===== src/rtl/i2c_pkg.sv =====
// i2c_pkg: I2C target FSM state encodings and ACK/NAK line levels, shared with the controller side
package i2c_pkg;
  typedef enum logic [3:0] {
    IDLE, ADDR, ADDR_ACK, WR_BYTE, WR_ACK, RD_LOAD, RD_BYTE, RD_ACK, IGNORE
  } state_e;
  localparam logic ACK = 1'b0;
  localparam logic NAK = 1'b1;
endpackage


===== src/rtl/i2c_busmon.sv =====
// i2c_busmon: two-flop synchronizer for SCL/SDA with SCL edge, START and STOP detection
module i2c_busmon (
  input  logic i_clk,
  input  logic i_reset_n,
  input  logic i_scl,
  input  logic i_sda,
  output logic o_sda,
  output logic o_scl_rise,
  output logic o_scl_fall,
  output logic o_start,
  output logic o_stop
);
  logic [2:0] scl_q, scl_d, sda_q, sda_d;
  always_comb begin
    scl_d = {scl_q[1:0], i_scl};
    sda_d = {sda_q[1:0], i_sda};
  end
  always_ff @(posedge i_clk) begin
    if (!i_reset_n) begin
      scl_q <= '1;
      sda_q <= '1;
    end else begin
      scl_q <= scl_d;
      sda_q <= sda_d;
    end
  end
  // stage 2 holds the previous synchronized level for edge detection
  assign o_sda      = sda_q[1];
  assign o_scl_rise = scl_q[1] & ~scl_q[2];
  assign o_scl_fall = ~scl_q[1] & scl_q[2];
  assign o_start    = scl_q[1] & scl_q[2] & ~sda_q[1] & sda_q[2];
  assign o_stop     = scl_q[1] & scl_q[2] & sda_q[1] & ~sda_q[2];
endmodule


===== src/rtl/lli2cs.sv =====
// lli2cs: I2C target with byte-wide write/read user interface.
// Define I2CS_STRETCH_EN to stretch SCL while read data is late; otherwise late data sends FFh and flags o_err.
module lli2cs #(
  parameter logic [6:0] SLAVE_ADDR = 7'h50
) (
  input  logic       i_clk,
  input  logic       i_reset_n,
  input  logic       i_scl,
  input  logic       i_sda,
  output logic       o_scl,
  output logic       o_sda,
  output logic       o_wr_stb,
  output logic [7:0] o_wr_data,
  output logic       o_rd_req,
  input  logic       i_rd_stb,
  input  logic [7:0] i_rd_data,
  output logic       o_start,
  output logic       o_stop,
  output logic       o_nak,
  output logic       o_err,
  output logic       o_busy
);
  import i2c_pkg::*;
  state_e state_q, state_d;
  logic [3:0] cnt_q, cnt_d;
  logic [7:0] sr_q, sr_d, wr_data_q, wr_data_d;
  logic sda_q, sda_d, scl_q, scl_d;
  logic wr_stb_q, wr_stb_d, rd_req_q, rd_req_d, start_q, start_d;
  logic stop_q, stop_d, nak_q, nak_d, err_q, err_d;
  logic sda_s, scl_rise, scl_fall, bus_start, bus_stop;
  logic busy, addr_hit, began;
  logic [7:0] byte_in;

  i2c_busmon u_busmon (
    .i_clk      (i_clk),
    .i_reset_n  (i_reset_n),
    .i_scl      (i_scl),
    .i_sda      (i_sda),
    .o_sda      (sda_s),
    .o_scl_rise (scl_rise),
    .o_scl_fall (scl_fall),
    .o_start    (bus_start),
    .o_stop     (bus_stop)
  );

  assign byte_in  = {sr_q[6:0], sda_s};
  assign addr_hit = (byte_in[7:1] == SLAVE_ADDR) && (|byte_in[7:1]);
  assign busy     = state_q inside {ADDR_ACK, WR_BYTE, WR_ACK, RD_LOAD, RD_BYTE, RD_ACK};
  // the byte slot has already started once the falling edge is seen (or SCL is being held)
  assign began    = ~scl_q | scl_fall;

  always_comb begin
    state_d   = state_q;
    cnt_d     = cnt_q;
    sr_d      = sr_q;
    wr_data_d = wr_data_q;
    sda_d     = sda_q;
    scl_d     = scl_q;
    wr_stb_d  = 1'b0;
    rd_req_d  = 1'b0;
    start_d   = 1'b0;
    stop_d    = 1'b0;
    nak_d     = 1'b0;
    err_d     = 1'b0;
    if (bus_stop) begin
      state_d = IDLE;
      cnt_d   = '0;
      sda_d   = 1'b1;
      scl_d   = 1'b1;
      stop_d  = busy;
    end else if (bus_start) begin
      state_d = ADDR;
      cnt_d   = '0;
      sda_d   = 1'b1;
      scl_d   = 1'b1;
    end else begin
      case (state_q)
        ADDR: if (scl_rise) begin
          sr_d    = byte_in;
          cnt_d   = (cnt_q == 4'd7) ? 4'd0 : cnt_q + 4'd1;
          state_d = (cnt_q != 4'd7) ? ADDR : addr_hit ? ADDR_ACK : IGNORE;
          start_d = (cnt_q == 4'd7) && addr_hit;
        end
        ADDR_ACK: if (scl_fall) sda_d = ACK;
          else if (scl_rise) begin
            state_d  = sr_q[0] ? RD_LOAD : WR_BYTE;
            rd_req_d = sr_q[0];
          end
        WR_BYTE: begin
          if (scl_fall) sda_d = 1'b1;
          if (scl_rise) begin
            sr_d      = byte_in;
            cnt_d     = (cnt_q == 4'd7) ? 4'd0 : cnt_q + 4'd1;
            state_d   = (cnt_q == 4'd7) ? WR_ACK : WR_BYTE;
            wr_data_d = (cnt_q == 4'd7) ? byte_in : wr_data_q;
            wr_stb_d  = (cnt_q == 4'd7);
          end
        end
        WR_ACK: if (scl_fall) sda_d = ACK;
          else if (scl_rise) state_d = WR_BYTE;
        RD_LOAD: if (i_rd_stb) begin
          state_d = RD_BYTE;
          scl_d   = 1'b1;
          sda_d   = began ? i_rd_data[7] : sda_q;
          sr_d    = began ? {i_rd_data[6:0], 1'b1} : i_rd_data;
          cnt_d   = began ? 4'd1 : 4'd0;
        end else if (scl_fall) begin
`ifdef I2CS_STRETCH_EN
          sda_d = 1'b1;
          scl_d = 1'b0;
`else
          state_d = RD_BYTE;
          sda_d   = 1'b1;
          sr_d    = '1;
          cnt_d   = 4'd1;
          err_d   = 1'b1;
`endif
        end
        RD_BYTE: if (scl_fall) begin
          sda_d   = (cnt_q == 4'd8) ? 1'b1 : sr_q[7];
          sr_d    = {sr_q[6:0], 1'b1};
          cnt_d   = (cnt_q == 4'd8) ? 4'd0 : cnt_q + 4'd1;
          state_d = (cnt_q == 4'd8) ? RD_ACK : RD_BYTE;
        end
        RD_ACK: if (scl_rise) begin
          state_d  = (sda_s == ACK) ? RD_LOAD : IGNORE;
          rd_req_d = (sda_s == ACK);
          nak_d    = (sda_s == NAK);
        end
        default: ;
      endcase
    end
  end

  always_ff @(posedge i_clk) begin
    if (!i_reset_n) begin
      state_q   <= IDLE;
      cnt_q     <= '0;
      sr_q      <= '0;
      wr_data_q <= '0;
      sda_q     <= 1'b1;
      scl_q     <= 1'b1;
      wr_stb_q  <= 1'b0;
      rd_req_q  <= 1'b0;
      start_q   <= 1'b0;
      stop_q    <= 1'b0;
      nak_q     <= 1'b0;
      err_q     <= 1'b0;
    end else begin
      state_q   <= state_d;
      cnt_q     <= cnt_d;
      sr_q      <= sr_d;
      wr_data_q <= wr_data_d;
      sda_q     <= sda_d;
      scl_q     <= scl_d;
      wr_stb_q  <= wr_stb_d;
      rd_req_q  <= rd_req_d;
      start_q   <= start_d;
      stop_q    <= stop_d;
      nak_q     <= nak_d;
      err_q     <= err_d;
    end
  end

`ifdef I2CS_STRETCH_EN
  assign o_scl = scl_q;
`else
  assign o_scl = 1'b1;
`endif
  assign o_sda     = sda_q;
  assign o_wr_stb  = wr_stb_q;
  assign o_wr_data = wr_data_q;
  assign o_rd_req  = rd_req_q;
  assign o_start   = start_q;
  assign o_stop    = stop_q;
  assign o_nak     = nak_q;
  assign o_err     = err_q;
  assign o_busy    = busy;
endmodule


===== config.mk =====
export PLATFORM = sky130hd
export DESIGN_NAME = lli2cs
export DESIGN_NICKNAME = d
export VERILOG_FILES = /design/src/rtl/i2c_pkg.sv /design/src/rtl/i2c_busmon.sv /design/src/rtl/lli2cs.sv
export SDC_FILE = /design/constraint.sdc
export NUM_CORES = 1
export LEC_CHECK = 0
export ABC_AREA = 1
export BUFFER_PORTS_ARGS = -buffer_cell sky130_fd_sc_hd__buf_4
export CORE_MARGIN = 2
export CORE_UTILIZATION = 51
export DETAILED_ROUTE_END_ITERATION = 8
export PLACE_DENSITY = 0.73
export SYNTH_ARGS = -nofsm -noshare
export SYNTH_HDL_FRONTEND = slang
export SYNTH_SLANG_ARGS = --single-unit

===== constraint.sdc =====
create_clock -name i_clk -period 1.4 [get_ports i_clk]
set_clock_uncertainty 0.1 [all_clocks]
set_input_delay 0.07 -clock i_clk [delete_from_list [all_inputs] [get_ports i_clk]]
set_output_delay 0.07 -clock i_clk [all_outputs]
set_load 0.05 [all_outputs]

==> metrics.md, run 1 <==
| Metric | Value |
|---|---|
| CTS tree | `done` |
| Hold Violations, Final | `0` |
| Setup repair after global routing missed its margin | `true` |
| Die width | `around 68 um` |
| DRT Pass-1 Iters | `4` |
| Net count, final | `424` |
| Library cells used by synthesis | `29` |
| Final instance area | `0.00325 sq mm` |
| Main synth FF type | `dfxtp_1` |
| CTS max path bufs | `2` |
| Fin util | `81.9%` |
| DP Area | `0.00266 sq mm` |
| Met1 Track Usage GR | `35.8%` |
| Crit path from | `state_q[3]` |
| Worst-Skew Late Latency | `about 0.29 ns` |
| Slew Viols, Final | `0` |
| Overall die height | `around 68 um` |
| Critical path's top delay family | `simple AND/OR/NAND/NOR gates` |
| Tmin final | `1.55 ns` |
| Crit path max-delay cell type | `dfxtp_4` |
| IO Count | `30` |
| First-pass GRT wire length | `just over 10000 um` |
| Synthesized net count | `330` |
| Synth cell count leaders | `86 x nand2_1, 48 x nor2_1, 37 x dfxtp_1` |
| DP Wirelength | `4300 um` |
| Fmax | `644 MHz` |
| Critical path data required time | `1.53 ns` |
| CTS Sinks | `37` |
| Detailed-route wire length | `~6700 um` |
| TritonCTS buffer count | `5` |
| Busiest grt layer | `met2` |
| Initial antenna violation count | `0` |
| Met3 Usage GRT | `between 8 and 9%` |
| Die area | `0.00463 sq mm` |
| DRC viols | `0` |
| Via count | `approximately 2.5k` |
| CTS clock-pin slew for the worst setup and hold paths | `0.07 ns` |
| Mapped Cells | `315` |
| Syn avg cell area | `6.64 sq um` |
| YS warnings | `0` |
| Area leader, netlist | `dfxtp_1` |
| Diode count | `0` |
| CP cell instances | `inv_6 -> nand2_4 -> nor2_4 -> nand2_2 -> nand2_4 -> buf_4 -> nand4_4 -> nand2_1 -> nand2_1 -> nor2_1` |
| Worst vdd ir | `0.896 mV` |
| Highest net fanout along the worst path | `8` |
| Leakage | `0.00151 uW` |
| Sequential area share after synthesis | `35.4%` |
| PnR worst setup slack | `-0.153 ns` |
| Worst setup EP type | `register` |
| Vias/cell | `5.36` |
| Arrival time at the worst endpoint | `approximately 1.7 ns` |
| Worst slack, placed | `-0.238 ns` |
| CP Class | `register to register` |
| Met2 Use GR | `50.4%` |
| Row count | `23` |
| Initial DRC Count | `between 200 and 250` |
| Cell Pwr Density | `around 1200 mW/mm^2` |
| Fraction of layout instances using a drive strength above 1 | `44.5%` |
| Vias in the first global route | `2266` |
| GRT overflow | `0` |
| Largest net degree at the start of global routing | `19` |
| Area delta synth->final | `55.6%` |
| Post-Synthesis Cell Area | `0.00209 sq mm` |
| Multi-input gate area in the final layout | `0.00143 sq mm` |
| Top-count cell post-synth | `nand2_1` |
| Worst hold path type | `primary input to register` |
| Fill cells | `249` |
| Setup violators final | `25` |
| Port buffer count | `28` |
| Failing checks | `negative setup slack` |
| Core area | `0.00397 sq mm` |
| Tcrit/Tclk final | `111%` |
| Avg WL per Cell | `14.6 um` |
| CTS root buf | `clkbuf_8` |
| H-tree depth | `2` |
| Synth top area share | `between 30% and 40%` |
| Worst path max stage delay | `a little under 0.4 ns` |
| Max Cap Violations | `0` |
| Flops & latches, synth | `37` |
| Starting Density | `between 50 and 60%` |
| Startpoint types | `register` |
| Worst r2r src | `state_q[3]` |
| Post-route ant nets | `0` |
| Top cells by area, synth | `dfxtp_1 35%, nand2_1 15%, nor2_1 8.6%` |
| Number of flops mapped to enable cells by yosys | `0` |
| Routability cong. | `0.986` |
| Worst hold path startpoint | `i_rd_data[7]` |
| Status | `finished, violations left` |
| Post-synth ARST share | `0%` |
| CP bufs+invs | `2` |
| FF+latch area | `about 770 sq um` |
| Total track usage | `30.4%` |
## cells by family (layout without fill, tap and decap cells)
logic type | count (synthesis) | in the layout | synth area share (%)
buffers and inverters | 37 | 131 | 7.48
AO/OA/AOI/OAI | 43 | 43 | 11.1
other | 1 | 1 | 0.179
flip-flops | 37 | 37 | 35.4
AND/OR/NAND/NOR | 195 | 195 | 44.7
adder cells (fa/ha/maj) | 2 | 2 | 1.20
## through the flow
stage	power [uW]	cells	TNS [ns]	hold WS [ns]
after floorplan	2170	315	-0.128	0.0485
after global placement	2600	428	-3.67	0.161
after detailed placement	2610	428	-4.28	0.161
after CTS	3640	450	-1.36	0.0274
after global routing	4080	459	-4.62	0.0610
final	3880	459	-2.37	0.0227
## final cells by class
| type | count | share of cell area (%) |
|---|---|---|
| clock buffer | 7 | 2.65 |
| tap | 50 | 1.92 |
| inverter | 30 | 4.23 |
| timing repair buffer | 93 | 23.4 |
| timing repair inverter | 1 | 0.231 |
| multi-input combinational | 241 | 44.0 |
| sequential | 37 | 23.5 |
## report_power, final
group	total, uW	leakage [uW]	switching, uW	internal, uW
registers	1280	0.000304	129	1150
logic	1830	0.00116	1030	802
clock network	766	0.0000443	376	391
## layout by cell type, fill, tap and decap left out, types with 7 or more instances in the layout
| cell type | count |
|---|---|
| buf_4 | 76 |
| nand2_1 | 75 |
| nor2_1 | 42 |
| dfxtp_1 | 29 |
| inv_1 | 19 |
| nor2_4 | 17 |
| nand3_1 | 17 |
| o21ai_0 | 14 |
| buf_6 | 13 |
| nand2_4 | 9 |
| inv_4 | 8 |
| nand2_2 | 8 |
| a21oi_1 | 8 |
| nand3_2 | 7 |
## worst min-delay path: stages
cell     delay (ns)
buf_4          0.09
nand2_1        0.05
nand3_1        0.06
nand2_1        0.05
nand3_1        0.06
## metal layers
layer,up-vias,wire (um)
li1,1197,-
met1,1132,2780
met2,105,3280
met3,27,453
met4,0,204
met5,-,0
## registers in the layout, summed over array words and instances (netlist names), 3 cells and up
name and count:
cnt_q 4, o_wr_data 8, sr_q 8, state_q 4, u_busmon.scl_q 3, u_busmon.sda_q 3
## path summary, 6_finish.rpt
path / endpoint / slack (ns) / depth (start not counted)
max: sr_q[5] / -0.15 / 10
min: o_sda / 0.02 / 5
max reg2reg: sr_q[5] / -0.15 / 10
min reg2reg: u_busmon.sda_q[1] / 0.32 / 1
## what timing repair did
| item | 4_1_cts | 5_1_grt |
|---|---|---|
| hold endpoints to repair | 3 | 0 |
| hold buffers | 3 | 0 |
| endpoints found under the setup margin | 28 | 31 |
| pin swaps | 23 | 20 |
| buffers inserted | 11 | 9 |
| resized for setup | 67 | 29 |
| gates cloned | 1 | 0 |
Power figures use the tool's default switching activity.
==> run 2, diff against run 1 <==
--- a/config.mk
+++ b/config.mk
@@ -8,9 +8,9 @@
 export ABC_AREA = 1
 export BUFFER_PORTS_ARGS = -buffer_cell sky130_fd_sc_hd__buf_4
 export CORE_MARGIN = 2
-export CORE_UTILIZATION = 51
+export CORE_UTILIZATION = 40
 export DETAILED_ROUTE_END_ITERATION = 8
-export PLACE_DENSITY = 0.73
+export PLACE_DENSITY = 0.59
 export SYNTH_ARGS = -nofsm -noshare
 export SYNTH_HDL_FRONTEND = slang
 export SYNTH_SLANG_ARGS = --single-unit
==> metrics.md, run 2 (synthesized netlist as in run 1, its figures left out) <==
| Metric | Value |
|---|---|
| CTS root buf | `clkbuf_8` |
| Critical path data required time | `1.49 ns` |
| Core area | `0.00507 sq mm` |
| Slew Viols, Final | `0` |
| Die width | `76.3 um` |
| Startpoint types | `register` |
| Hold Slack | `approximately 0.032 ns` |
| Overall die height | `76.3 um` |
| Post-route ant nets | `0` |
| Setup repair after global routing missed its margin | `true` |
| Final instance area | `0.00325 sq mm` |
| Worst slack, placed | `-0.243 ns` |
| CP Class | `register to register` |
| Total track usage | `21.6%` |
| Initial antenna violation count | `0` |
| CTS clock-pin slew for the worst setup and hold paths | `0.08 ns` |
| Worst setup EP type | `register` |
| Hold Violations, Final | `0` |
| DP Area | `0.00269 sq mm` |
| Row count | `26` |
| Die area | `0.00582 sq mm` |
| Worst hold path type | `primary input to register` |
| Worst-Skew Late Latency | `0.29 ns` |
| Arrival time at the worst endpoint | `between 1.5 and 2 ns` |
| GRT overflow | `0` |
| Initial DRC Count | `143` |
| H-tree depth | `2` |
| Fraction of layout instances using a drive strength above 1 | `47.5%` |
| Tmin final | `1.49 ns` |
| Status | `finished, violations left` |
| Setup violators final | `23` |
| IO Count | `30` |
| Vias/cell | `approximately 4.9` |
| Worst vdd ir | `around 0.76 mV` |
| R2R depth | `10` |
| Most frequent cells in the layout | `73 x buf_4, 69 x nand2_1, 40 x nor2_1` |
| Fmax | `between 600 and 700 MHz` |
| PnR worst setup slack | `-0.0950 ns` |
| Highest net fanout along the worst path | `8` |
| DRT Pass-1 Iters | `4` |
| Via count | `2301` |
| Largest net degree at the start of global routing | `19` |
| Worst hold stages | `5` |
| CTS Sinks | `37` |
| Leakage | `0.00148 uW` |
| CTS tree | `done` |
| Avg WL per Cell | `roughly 13 um` |
| Starting Density | `between 40% and 50%` |
| Fin util | `about 64%` |
| CTS max path bufs | `2` |
| Vias in the first global route | `around 2.2k` |
| Net count, final | `414` |
| DP Wirelength | `4600 um` |
| Commonest non-fill, non-tap cell in the layout | `buf_4` |
| DRC viols | `0` |
| Failing checks | `negative setup slack` |
| Cell Pwr Density | `1190 mW/mm^2` |
| First-pass GRT wire length | `10100 um` |
| Routability cong. | `0.958` |
| Area delta synth->final | `55.3%` |
| Detailed-route wire length | `6270 um` |
| Diode count | `0` |
| Total power | `3880 uW` |
| Max Cap Violations | `0` |
| Port buffer count | `28` |
| Tcrit/Tclk final | `107%` |
| TritonCTS buffer count | `5` |
==> run 2: changes by cell type in the layout (fill, tap and decap cells not counted), moves of 5 or more <==
cell	before	now
o21ai_0	14	5
buf_6	13	6
nand2_2	8	15
inv_4	8	2
nand2_1	75	69
inv_2	2	7
==> run 2: area by class of cell <==
cell class	instances	area (sq um)
multi-input cells	241	1480
fillers	473	1830
repair inverters	1	7.51
clock buffers	6	72.6
inverters	30	140
flip-flops and latches	37	766
well taps	70	87.6
clock inverters	2	38.8
repair buffers	83	661
==> run 2: worst paths after layout <==
check	startpoint	endpoint	slack, ns
max	state_q[1]	sr_q[4]	-0.09
min	i_rd_data[0]	sr_q[0]	0.03
max reg2reg	state_q[1]	sr_q[4]	-0.09
min reg2reg	u_busmon.scl_q[0]	u_busmon.scl_q[1]	0.32
==> run 2: layer usage <==
layer	share of wire (%)	global-route usage [%]
met3	4.0	4.03
met2	50	36.8
met4	1.5	5.64
met1	44	28.0
met5	0	0
==> run 2: what timing repair did <==
item | in CTS | in global routing
cloned | 1 | 0
resized for setup | 71 | 45
pin swaps | 30 | 18
setup endpoints to repair | 29 | 30
hold buffers | 3 | 0
hold endpoints to repair | 3 | 0
buffers inserted | 6 | 5
==> run 2: power breakdown <==
part	switching [uW]	total, uW	internal [uW]
clock network	401	936	535
registers	138	1290	1150
logic	958	1650	695
total	1500	3880	2380
==> run 2: through the flow <==
| stage | setup TNS, ns | cells |
|---|---|---|
| floorplan | -0.128 | 315 |
| global placement | -3.68 | 449 |
| detailed placement | -3.89 | 449 |
| CTS | -1.31 | 466 |
| global route | -3.35 | 470 |
| finish | -1.38 | 470 |
==> run 2: worst max-delay path: stages (launching register included) <==
cell and delay (ns):
dfxtp_4 0.40, nand2_4 0.12, inv_6 0.06, nor2_4 0.10
nand2_2 0.07, nand2_4 0.12, nand2_4 0.09, nor2_4 0.18
nand2_1 0.08, nand2_1 0.06, nor2_1 0.04
